==> config.mk <==
export PLATFORM = sky130hd
export DESIGN_NAME = shift_arbiter
export DESIGN_NICKNAME = d
export VERILOG_FILES = /design/src/rtl/shift_arbiter_pkg.sv /design/src/rtl/lshifter_32.sv /design/src/rtl/shift_arbiter.sv
export SDC_FILE = /design/constraint.sdc
export NUM_CORES = 1
export LEC_CHECK = 0
export ABC_AREA = 1
export CAP_MARGIN = 5
export CORE_MARGIN = 2
export CORE_UTILIZATION = 35
export CTS_CLUSTER_SIZE = 20
export DETAILED_ROUTE_END_ITERATION = 10
export PLACE_DENSITY = 0.67
export SLEW_MARGIN = 10
export SYNTH_ARGS = -nofsm -noshare
export SYNTH_HDL_FRONTEND = slang
export SYNTH_SLANG_ARGS = --single-unit
==> constraint.sdc <==
create_clock -name clk -period 2.6 [get_ports clk]
set_clock_uncertainty 0.15 [all_clocks]
set_input_delay 0.26 -clock clk [delete_from_list [all_inputs] [get_ports clk]]
set_output_delay 0.26 -clock clk [all_outputs]
set_load 0.005 [all_outputs]
==> src/rtl/shift_arbiter_pkg.sv <==
// Shared definitions for the two-port shift arbiter: FSM encoding,
// port indices and a small one-hot helper.
package shift_arbiter_pkg;

  typedef enum logic {
    ST_IDLE = 1'b0,
    ST_HOLD = 1'b1
  } state_e;

  localparam logic P0 = 1'b0;
  localparam logic P1 = 1'b1;

  // One-hot response-valid pattern for a port index.
  function automatic logic [1:0] port_onehot(input logic p);
    return p ? 2'b10 : 2'b01;
  endfunction

endpackage

==> src/rtl/lshifter_32.sv <==
// Combinational 32-bit logical left shifter: zeros fill from bit 0,
// bits pushed past bit 31 are dropped.
module lshifter_32 (
  input  logic [31:0] x_i,
  input  logic [4:0]  shamt_i,
  output logic [31:0] z_o
);

  assign z_o = x_i << shamt_i;

endmodule

==> src/rtl/shift_arbiter.sv <==
// Round-robin sequencer sharing one lshifter_32 between two requesters.
// Accepts one request at a time, holds the registered result until the
// owning port takes it, and counts completed response handshakes.
module shift_arbiter
  import shift_arbiter_pkg::*;
#(
  parameter int CNT_W = 16
) (
  input  logic             clk,
  input  logic             rst,
  input  logic [1:0]       req_valid,
  output logic [1:0]       req_ready,
  input  logic [31:0]      req_x0,
  input  logic [31:0]      req_x1,
  input  logic [4:0]       req_shamt0,
  input  logic [4:0]       req_shamt1,
  output logic [1:0]       rsp_valid,
  input  logic [1:0]       rsp_ready,
  output logic [31:0]      rsp_z,
  output logic [CNT_W-1:0] op_count
);

  state_e           state_q;
  logic             owner_q;
  logic             last_q;
  logic [1:0]       rsp_valid_q;
  logic [31:0]      rsp_z_q;
  logic [CNT_W-1:0] op_count_q;

  logic        rsp_done;
  logic        can_accept;
  logic [1:0]  arb_mask;
  logic        accept;
  logic        grant;
  logic [31:0] sh_x_d;
  logic [4:0]  sh_amt_d;
  logic [31:0] sh_z;

  // Per-port eligibility. Each bit looks only at the other port's valid so
  // a port's ready never loops back through its own valid. With both valid,
  // the port that did not win last time goes first.
  function automatic logic [1:0] arb_ready(input logic [1:0] v, input logic last);
    logic [1:0] r;
    r[P0] = ~v[P1] | (last == P1);
    r[P1] = ~v[P0] | (last == P0);
    return r;
  endfunction

  // Owner takes its result this cycle; the slot is then free to refill.
  assign rsp_done   = (state_q == ST_HOLD) && rsp_ready[owner_q];
  assign can_accept = !rst && ((state_q == ST_IDLE) || rsp_done);
  assign arb_mask   = arb_ready(req_valid, last_q);
  assign req_ready  = can_accept ? arb_mask : 2'b00;
  assign accept     = |(req_valid & req_ready);
  assign grant      = req_valid[P1] & req_ready[P1];

  // Shared shifter input follows the granted port.
  assign sh_x_d   = grant ? req_x1     : req_x0;
  assign sh_amt_d = grant ? req_shamt1 : req_shamt0;

  lshifter_32 u_shift (
    .x_i     (sh_x_d),
    .shamt_i (sh_amt_d),
    .z_o     (sh_z)
  );

  // FSM plus registered outputs: load on accept, drain on owner handshake.
  always_ff @(posedge clk) begin
    if (rst) begin
      state_q     <= ST_IDLE;
      owner_q     <= P0;
      last_q      <= P1;
      rsp_valid_q <= 2'b00;
      rsp_z_q     <= '0;
      op_count_q  <= '0;
    end else begin
      if (rsp_done) op_count_q <= op_count_q + CNT_W'(1);
      if (accept) begin
        state_q     <= ST_HOLD;
        owner_q     <= grant;
        last_q      <= grant;
        rsp_valid_q <= port_onehot(grant);
        rsp_z_q     <= sh_z;
      end else if (rsp_done) begin
        state_q     <= ST_IDLE;
        rsp_valid_q <= 2'b00;
      end
    end
  end

  assign rsp_valid = rsp_valid_q;
  assign rsp_z     = rsp_z_q;
  assign op_count  = op_count_q;

endmodule

=== Word-level counts from Yosys, hierarchy flattened ===
Cells that the tools add are included.

* Add/sub/neg operators: 1
* Shift operators: 1
* Bitwise logic cells: 8
* Mux-type cells: 10
* Reduce and logical (&&, ||, !) cells: 6
* Magnitude comparators: 1

{| class="wikitable"
|+ Operators with widths
! kind !! count
|-
| 2-to-1 mux 32 bit || 1
|-
| << shifter 32 x 5 -> 32 bit || 1
|-
| adder 16 x 1 -> 16 bit, second input constant || 1
|-
| 2-to-1 mux 2 bit || 4
|-
| 2-to-1 mux 5 bit || 1
|-
| 2-to-1 mux 1 bit || 4
|-
| inverter 1 bit || 4
|-
| AND 2 bit || 1
|-
| logical AND 1 bit || 2
|-
| less-than comparator 1 x 2 -> 1 bit, second input constant || 1
|-
| bitwise OR 1 bit || 2
|-
| nonzero test 2 bit || 1
|-
| OR reduction 2 bit || 1
|-
| AND 1 bit || 1
|-
| logical NOT 1 bit || 1
|-
| logical OR 1 bit || 1
|}

* Output and inout bits: 52
* Bits of input ports: 80
* Bits in registers: 53

=== Logic depth before layout (Yosys ltp) ===
Gate-level depths: netlist (run 1).

* Depth after elaboration: 9
* Depth in mapped cells: 17

=== Hierarchy ===
Synthesis (run 1) repeated with hierarchy kept, for this count alone.

* Cells, all modules: 802
* Area total of the unflattened synthesis: 4,350.4 um^2

{| class="wikitable"
|+ By module, submodules not included
! module !! cells each !! instances !! sequential area each (um^2) !! area each (um^2)
|-
| shift_arbiter || 437 || 1 || 1,061.0 || 2,735.1
|-
| lshifter_32 || 365 || 1 || 0.0 || 1,615.3
|}

=== Worst setup path after synthesis (run 1) ===
Ideal clock, no wire load.

* Kind: register -> register
* From: register owner_q
* To: register rsp_z_q[28] (netlist: rsp_z[28])
* Path slack: 627 ps
* Setup time: 110 ps
* Required time: 2,340 ps
* Stages on the path, launching flop included: 16
* Arrival: 1,713 ps
* Cell sequence: dfxtp_1 > nand2_1 > nand3_2 > nand4_2 > buf_6 > nand2_1 > o21ai_4 > inv_2 > buf_2 > nand3_1 > nand3_1 > nand3_1 > nand3_1 > nand3_1 > nand2_1 > inv_1

* Longest elaborated chain between the ends: 9
* Elaborated cells between the ends (all ways): 12
* Classes of those cells: 1 x shift; 5 x mux; 2 x bitwise; 4 x reduce/logical

{| class="wikitable"
|+ Ends and longest elaborated chain
! element !! line !! RTL
|-
| start, declared || shift_arbiter.sv:24 || <nowiki>logic owner_q;</nowiki>
|-
| start signal, assigned || shift_arbiter.sv:80 || <nowiki>owner_q <= grant;</nowiki>
|-
| 2-to-1 mux 1 bit (not written as such) * (2 in series) || shift_arbiter.sv:50 || <nowiki>assign rsp_done = (state_q == ST_HOLD) && rsp_ready[owner_q];</nowiki>
|-
| logical AND 1 bit * || shift_arbiter.sv:50 ||
|-
| logical OR 1 bit * || shift_arbiter.sv:51 || <nowiki>assign can_accept = !rst && ((state_q == ST_IDLE) || rsp_done);</nowiki>
|-
| logical AND 1 bit * || shift_arbiter.sv:51 ||
|-
| 2-to-1 mux 2 bit * || shift_arbiter.sv:53 || <nowiki>assign req_ready = can_accept ? arb_mask : 2'b00;</nowiki>
|-
| AND 1 bit || shift_arbiter.sv:55 || <nowiki>assign grant = req_valid[P1] & req_ready[P1];</nowiki>
|-
| 2-to-1 mux 32 bit or 2-to-1 mux 5 bit (tied branches) || shift_arbiter.sv:58, shift_arbiter.sv:59 ||
|-
| << shifter 32 x 5 -> 32 bit || lshifter_32.sv:9 || <nowiki>assign z_o = x_i << shamt_i;</nowiki>
|-
| end signal, assigned || shift_arbiter.sv:83 || <nowiki>rsp_z_q <= sh_z;</nowiki>
|-
| end, declared || shift_arbiter.sv:27 || <nowiki>logic [31:0] rsp_z_q;</nowiki>
|}

Mark *: on every way between the ends. The rest lies on a longest branch, timed or not. The select of a mux whose other input is x is not followed.
A chain may end at the register's enable or synchronous reset.

=== Final worst setup path (run 1) ===
* From: input rsp_ready[1]
* To: register rsp_z_q[30] (netlist: rsp_z[30])

* Longest elaborated chain between the ends: 9
* Elaborated cells between the ends (all ways): 12
* Classes of those cells: 1 x shift; 5 x mux; 2 x bitwise; 4 x reduce/logical

{| class="wikitable"
|+ Ends and longest elaborated chain
! element !! line !! RTL
|-
| start, declared || shift_arbiter.sv:18 || <nowiki>input logic [1:0] rsp_ready,</nowiki>
|-
| 2-to-1 mux 1 bit (not written as such) * (2 in series) || shift_arbiter.sv:50 ||
|-
| logical AND 1 bit * || shift_arbiter.sv:50 ||
|-
| logical OR 1 bit * || shift_arbiter.sv:51 ||
|-
| logical AND 1 bit * || shift_arbiter.sv:51 ||
|-
| 2-to-1 mux 2 bit * || shift_arbiter.sv:53 ||
|-
| AND 1 bit || shift_arbiter.sv:55 ||
|-
| 2-to-1 mux 32 bit or 2-to-1 mux 5 bit (tied branches) || shift_arbiter.sv:58, shift_arbiter.sv:59 ||
|-
| << shifter 32 x 5 -> 32 bit || lshifter_32.sv:9 ||
|}

Marks and branches as above.

==> results of run 1 <==
[power by group]
| part | switching [W] | total [W] | internal (W) |
|---|---|---|---|
| clock network | 0.000320 | 0.000777 | 0.000457 |
| logic | 0.000590 | 0.00107 | 0.000480 |
| registers | 0.0000329 | 0.000885 | 0.000853 |
[layer usage]
| metal | share of wire | wire length (µm) | vias to the layer above | track usage |
|---|---|---|---|---|
| met2 | 0.50 | 7970 | 172 | 0.457 |
| met1 | 0.42 | 6650 | 2427 | 0.300 |
| met4 | 0.033 | 520 | 0 | 0.0848 |
| met5 | 0 | 0 | - | 0 |
| li1 | - | - | 2647 | - |
| met3 | 0.050 | 804 | 29 | 0.0332 |
[kinds of logic (layout without fill, tap and decap cells)]
group                      Yosys count  count (layout)  synth area share
and+or+nand+nor                    502             502             0.550
buffers and inverters               88             234            0.0938
AOI/OAI and AO/OA                   63              63            0.0892
DFF                                 53              53             0.262
adders and majority gates            1               1           0.00309
xor gates and xnor gates             1               1           0.00216
[repair_timing]
action	CTS	global route
buffers inserted	0	4
setup endpoints to repair	0	17
gates resized for setup	0	7
[cell usage after synthesis, types with 2 or more instances]
master	count	share of area
nand3_1	215	0.27
nor2_2	2	0.0031
a21oi_1	39	0.048
o21ai_0	13	0.016
nand2_1	244	0.23
buf_2	25	0.031
clkbuf_1	12	0.011
nand3_2	2	0.0049
buf_4	3	0.0056
or2_1	2	0.0031
inv_1	41	0.038
nor2_1	18	0.017
inv_2	5	0.0046
nor3_1	6	0.0074
nand4_1	5	0.0077
dfxtp_1	53	0.26
and2_1	2	0.0031
o21ai_2	2	0.0043
o21ai_4	2	0.0080
[worst min path at each step]
stage / from / slack (ns) / endpoint / depth (start not counted)
floorplan: req_valid[0] / 0.30 / rsp_valid[0]$_SDFFE_PP0P_ / 2
global placement: rsp_z[13]$_SDFFE_PP0P_ / 0.31 / rsp_z[13]$_SDFFE_PP0P_ / 2
detailed placement: rsp_z[14]$_SDFFE_PP0P_ / 0.31 / rsp_z[14]$_SDFFE_PP0P_ / 2
CTS: rsp_z[14]$_SDFFE_PP0P_ / 0.32 / rsp_z[14]$_SDFFE_PP0P_ / 2
global route: rsp_z[14]$_SDFFE_PP0P_ / 0.34 / rsp_z[14]$_SDFFE_PP0P_ / 2
finish: rsp_z[13]$_SDFFE_PP0P_ / 0.32 / rsp_z[13]$_SDFFE_PP0P_ / 2
[layout by cell type, fill, tap and decap left out, drive strengths merged, types with 18 or more instances in the layout]
cell type,count
a21oi,40
clkdlybuf4s50,130
inv,47
nor2,21
dfxtp,53
o21ai,18
buf,48
nand3,217
nand2,245
[through the flow]
step	worst slack (ns)	util
after floorplan	0.627	-
after detailed placement	-0.201	0.509
after global routing	0.00376	0.531
final	0.164	0.531
after CTS	0.107	0.524
after global placement	-0.186	0.509
[tightest hold or removal path: cells and delay by family (launching register included)]
family             cells  cell delay, ns
DFF                    1            0.31
and+or+nand+nor        1            0.06
AOI/OAI and AO/OA      1            0.06
[flip-flops by register name, indices dropped and copies added, names as in the netlist]
register	flops
last_q	1
op_count	16
state_q	1
owner_q	1
rsp_valid	2
rsp_z	32
[final cells by class]
class                           count  area (µm²)
Inverter                           46         173
Multi-Input combinational cell    567        2630
Clock buffer                        5         125
Tap cell                          143         179
Fill cell                        1162        5330
Clock inverter                      3        43.8
Sequential cell                    53        1060
Timing Repair Buffer              180        1820
==> flow_metrics.tcl, run 1 <==
set metrics [dict create \
    relSlewSlack 0.691 \
    worstPathRequired_ns 2.64 \
    arrival_ns 2.48 \
    critPathMaxFanout 25 \
    core_um2 11400 \
    area_delta_synth_final_pct 48.9 \
    hp-class "flip-flop to flip-flop" \
    max_freq_ghz 0.411 \
    hold_buffers 0 \
    crit_path_frequent_cell "nand3_1" \
    dr.pass1.iters 5 \
    yosysSeqAreaShare 0.262 \
    path_class "primary input to flip-flop" \
    outcome "completed" \
    cts_max_path_buffers 2 \
    place_congestion 0.952 \
    slowest_stage "clkdlybuf4s50_1" \
    root_buffer "clkbuf_16" \
    dr.first_iter.drc_count 329 \
    start_kind "primary input" \
    ys.flop_type "dfxtp_1" \
    hold_ws_ns 0.321 \
    htree_levels 2 \
    drt-total-wl_mm 15.9 \
    fp-row-count 39 \
    synthesis.area_um2 4050 \
    power_w 0.00273 \
    insertedDiodeCount 0 \
    async_reset_ff_frac 0 \
    final.period_utilization 0.937 \
    ir_worst_vdd_uv 292 \
    crit_buf_inv 4 \
    grt_max_degree 35 \
    die_h_um 112 \
    crit_path_start "rsp_ready[1]" \
    clkTransAtPathRegs_ns 0.08 \
    slew_viol_final 0 \
    numCtsBuffers 5 \
    r2r_cells 16 \
    regToRegEndpoint "rsp_z[28]$_SDFFE_PP0P_" \
    critPathCapture "rsp_z[30]$_SDFFE_PP0P_" \
    drcViolationCount 0 \
    powerDensity_nw_per_um2 453 \
    syn_nets 789 \
    final_cells 997 \
    synth_edf_count 0 \
    crit_path_end_kind "flip-flop" \
    clk_latency_ns 0.29 \
    tns_ns 0 \
    p_leak_nw 2.63 \
    final_area_um2 6040 \
    regToRegStartpoint "owner_q$_SDFFE_PP0P_" \
    rrSetupSlack_ns 0.19 \
    io_buffers 131 \
    die_area_um2 12500 \
    pin_count 132 \
    worst_pin_slew_ns 0.464 \
    gr-usage-all-layers 0.250 \
    hold_viol 0 \
    cts_tree "yes" \
    syn_inst 708 \
    post_drt_via_cell_ratio 5.29 \
    overflow 0 \
    grt_pass1_wl_mm 25.3 \
    ys_types 36 \
    synth-seq-cells 53 \
    yosys_warnings 0 \
    grt_pass1_vias 5022 \
    ant_nets 0 \
    antenna_found_initial 0 \
    placed_cell_area_um2 5790 \
    clkSinkCount 53 \
    start_util 0.357 \
    nets 934 \
    placed_cells 984 \
    wl_per_cell_um 16.0 \
    finalSetupViolations 0 \
    crit_family "simple AND/OR/NAND/NOR gates" \
    rsz0062_at_grt "false" \
    syn_avg_cell_area_um2 5.73 \
    cpPeakStageDelay_ns 0.45 \
    dieWidth_um 112 \
    place_hpwl_mm 12.5 \
    vias 5275 \
    path_cells "clkdlybuf4s50_1, nand2_1, nand3_2, nand4_2, buf_4, o21ai_4, buf_4, nand3_1, nand3_1, nand3_1, nand3_1, nand3_1, nand2_1, inv_1" \
    cap_violations 0 \
    layout-drive-gt1-share 0.0937 \
    cp.depth 14 \
    min_period_ns 2.44 \
]
(Power assumes the default switching activity.)
==> run 2, diff against run 1 <==
==> constraint.sdc (replaced) <==
create_clock -name clk -period 3.1 [get_ports clk]
set_clock_uncertainty 0.15 [all_clocks]
set_input_delay 0.31 -clock clk [delete_from_list [all_inputs] [get_ports clk]]
set_output_delay 0.31 -clock clk [all_outputs]
set_load 0.005 [all_outputs]
==> flow_metrics.tcl, run 2 (same netlist as run 1, synthesis figures left out) <==
set metrics [dict create \
    hold-path-cell-count 2 \
    place_congestion 0.955 \
    min_period_ns 2.69 \
    crit_path_end_kind "flip-flop" \
    ir_worst_vdd_uv 235 \
    io_buffers 131 \
    die_area_um2 12500 \
    hold_buffers 0 \
    grt_pass1_wl_mm 24.7 \
    final_common_cell "nand2_1" \
    fillers 1196 \
    htree_levels 2 \
    hold_ws_ns 0.323 \
    dr.first_iter.drc_count 380 \
    p_leak_nw 2.43 \
    hold-path-endpoint "rsp_z[2]$_SDFFE_PP0P_" \
    dr.pass1.iters 5 \
    hold_start "rsp_z[2]$_SDFFE_PP0P_" \
    clkSinkCount 53 \
    post_drt_via_cell_ratio 5.31 \
    outcome "completed" \
    rsz0062_at_grt "false" \
    placed_cells 956 \
    clkTransAtPathRegs_ns 0.07 \
    overflow 0 \
    antenna_found_initial 0 \
    gr-usage-all-layers 0.241 \
    path_cells "clkdlybuf4s50_1, nand2_1, nand3_2, nand4_2, nand2_1, o21ai_4, inv_2, buf_12, nand3_1, nand3_1, nand3_1, nand3_1, nand3_1, nand2_1, inv_1" \
    path_class "primary input to flip-flop" \
    rrSetupSlack_ns 0.52 \
    root_buffer "clkbuf_16" \
    largest_reg_flops 32 \
    drt-total-wl_mm 15.0 \
    pin_count 132 \
    clk_latency_ns 0.29 \
    layout-drive-gt1-share 0.0512 \
    wl_per_cell_um 15.6 \
    hp-class "flip-flop to flip-flop" \
    fp-row-count 39 \
    final_cell_mix "nand2_1, nand3_1, clkdlybuf4s50_1" \
    nets 901 \
    arrival_ns 2.73 \
    tns_ns 0 \
    hold_viol 0 \
    area_delta_synth_final_pct 40.7 \
    drcViolationCount 0 \
    finalSetupViolations 0 \
    die_h_um 112 \
    relSlewSlack 0.684 \
    numCtsBuffers 5 \
    start_util 0.357 \
    slowest_stage "clkdlybuf4s50_1" \
    grt_max_degree 37 \
    cap_violations 0 \
    vias 5115 \
    ant_nets 0 \
    regToRegStartpoint "owner_q$_SDFFE_PP0P_" \
    critPathMaxFanout 23 \
    insertedDiodeCount 0 \
    powerDensity_nw_per_um2 374 \
    cts_tree "yes" \
    final.period_utilization 0.866 \
    grt_pass1_vias 4793 \
    ctsResizeCount 0 \
    start_kind "primary input" \
    cpPeakStageDelay_ns 0.46 \
    cts_max_path_buffers 2 \
    worstPathRequired_ns 3.15 \
    core_um2 11400 \
    final_cells 964 \
    r2r_cells 14 \
    slew_viol_final 0 \
    place_hpwl_mm 11.6 \
    dieWidth_um 112 \
    postCtsSetupBuffers 0 \
    max_freq_ghz 0.372 \
    worst_pin_slew_ns 0.474 \
    regToRegEndpoint "rsp_z[30]$_SDFFE_PP0P_" \
    crit_path_frequent_cell "nand3_1" \
]
==> run 2: cell type report <==
| class | count | area, µm² | area share |
|---|---|---|---|
| multi-input combinational | 567 | 2610 | 0.458 |
| timing repair buffer | 147 | 1530 | 0.269 |
| sequential | 53 | 1060 | 0.186 |
| tap | 143 | 179 | 0.0314 |
| inverter | 46 | 173 | 0.0303 |
| clock buffer | 5 | 125 | 0.0219 |
| clock inverter | 3 | 21.3 | 0.00373 |
==> run 2: worst max-delay path by stage <==
| stage | end | startpoint | slack (ns) | cells past startpoint |
|---|---|---|---|---|
| after floorplan | rsp_z[28]$_SDFFE_PP0P_ | owner_q$_SDFFE_PP0P_ | 1.13 | 15 |
| after global placement | rsp_z[30]$_SDFFE_PP0P_ | rst | 0.16 | 14 |
| after detailed placement | rsp_z[30]$_SDFFE_PP0P_ | rsp_ready[1] | 0.12 | 15 |
| after CTS | rsp_z[30]$_SDFFE_PP0P_ | rsp_ready[1] | 0.43 | 15 |
| after global routing | rsp_z[31]$_SDFFE_PP0P_ | rsp_ready[1] | 0.19 | 15 |
| final | rsp_z[30]$_SDFFE_PP0P_ | rsp_ready[1] | 0.41 | 15 |
==> run 2: stage by stage <==
stage / setup WS [ns] / instance area [µm²] / util / total power [W]
floorplan: 1.13 / 4050 / - / 0.00123
global placement: 0.159 / 5560 / 0.489 / 0.00157
detailed placement: 0.121 / 5560 / 0.489 / 0.00157
CTS: 0.428 / 5700 / 0.502 / 0.00214
global route: 0.193 / 5700 / 0.502 / 0.00227
finish: 0.415 / 5700 / 0.502 / 0.00213
==> run 2: worst max-delay path, delay by kind of cell <==
family | cells | cell delay, ns
AO/OA/AOI/OAI | 1 | 0.10
buffers and inverters | 4 | 0.90
AND/OR/NAND/NOR | 10 | 1.41
==> run 2: report_power, final <==
part	switching [W]	total (W)	internal [W]
sequential	0.0000258	0.000741	0.000715
combinational	0.000473	0.000825	0.000352
clock	0.000264	0.000565	0.000301
total	0.000762	0.00213	0.00137
==> run 2: layer usage <==
layer | up-vias | wire (µm) | global-route usage
met1 | 2340 | 6510 | 0.315
li1 | 2573 | - | -
met4 | 0 | 252 | 0.0543
met5 | - | 0 | 0
met2 | 183 | 7480 | 0.424
met3 | 19 | 777 | 0.0289
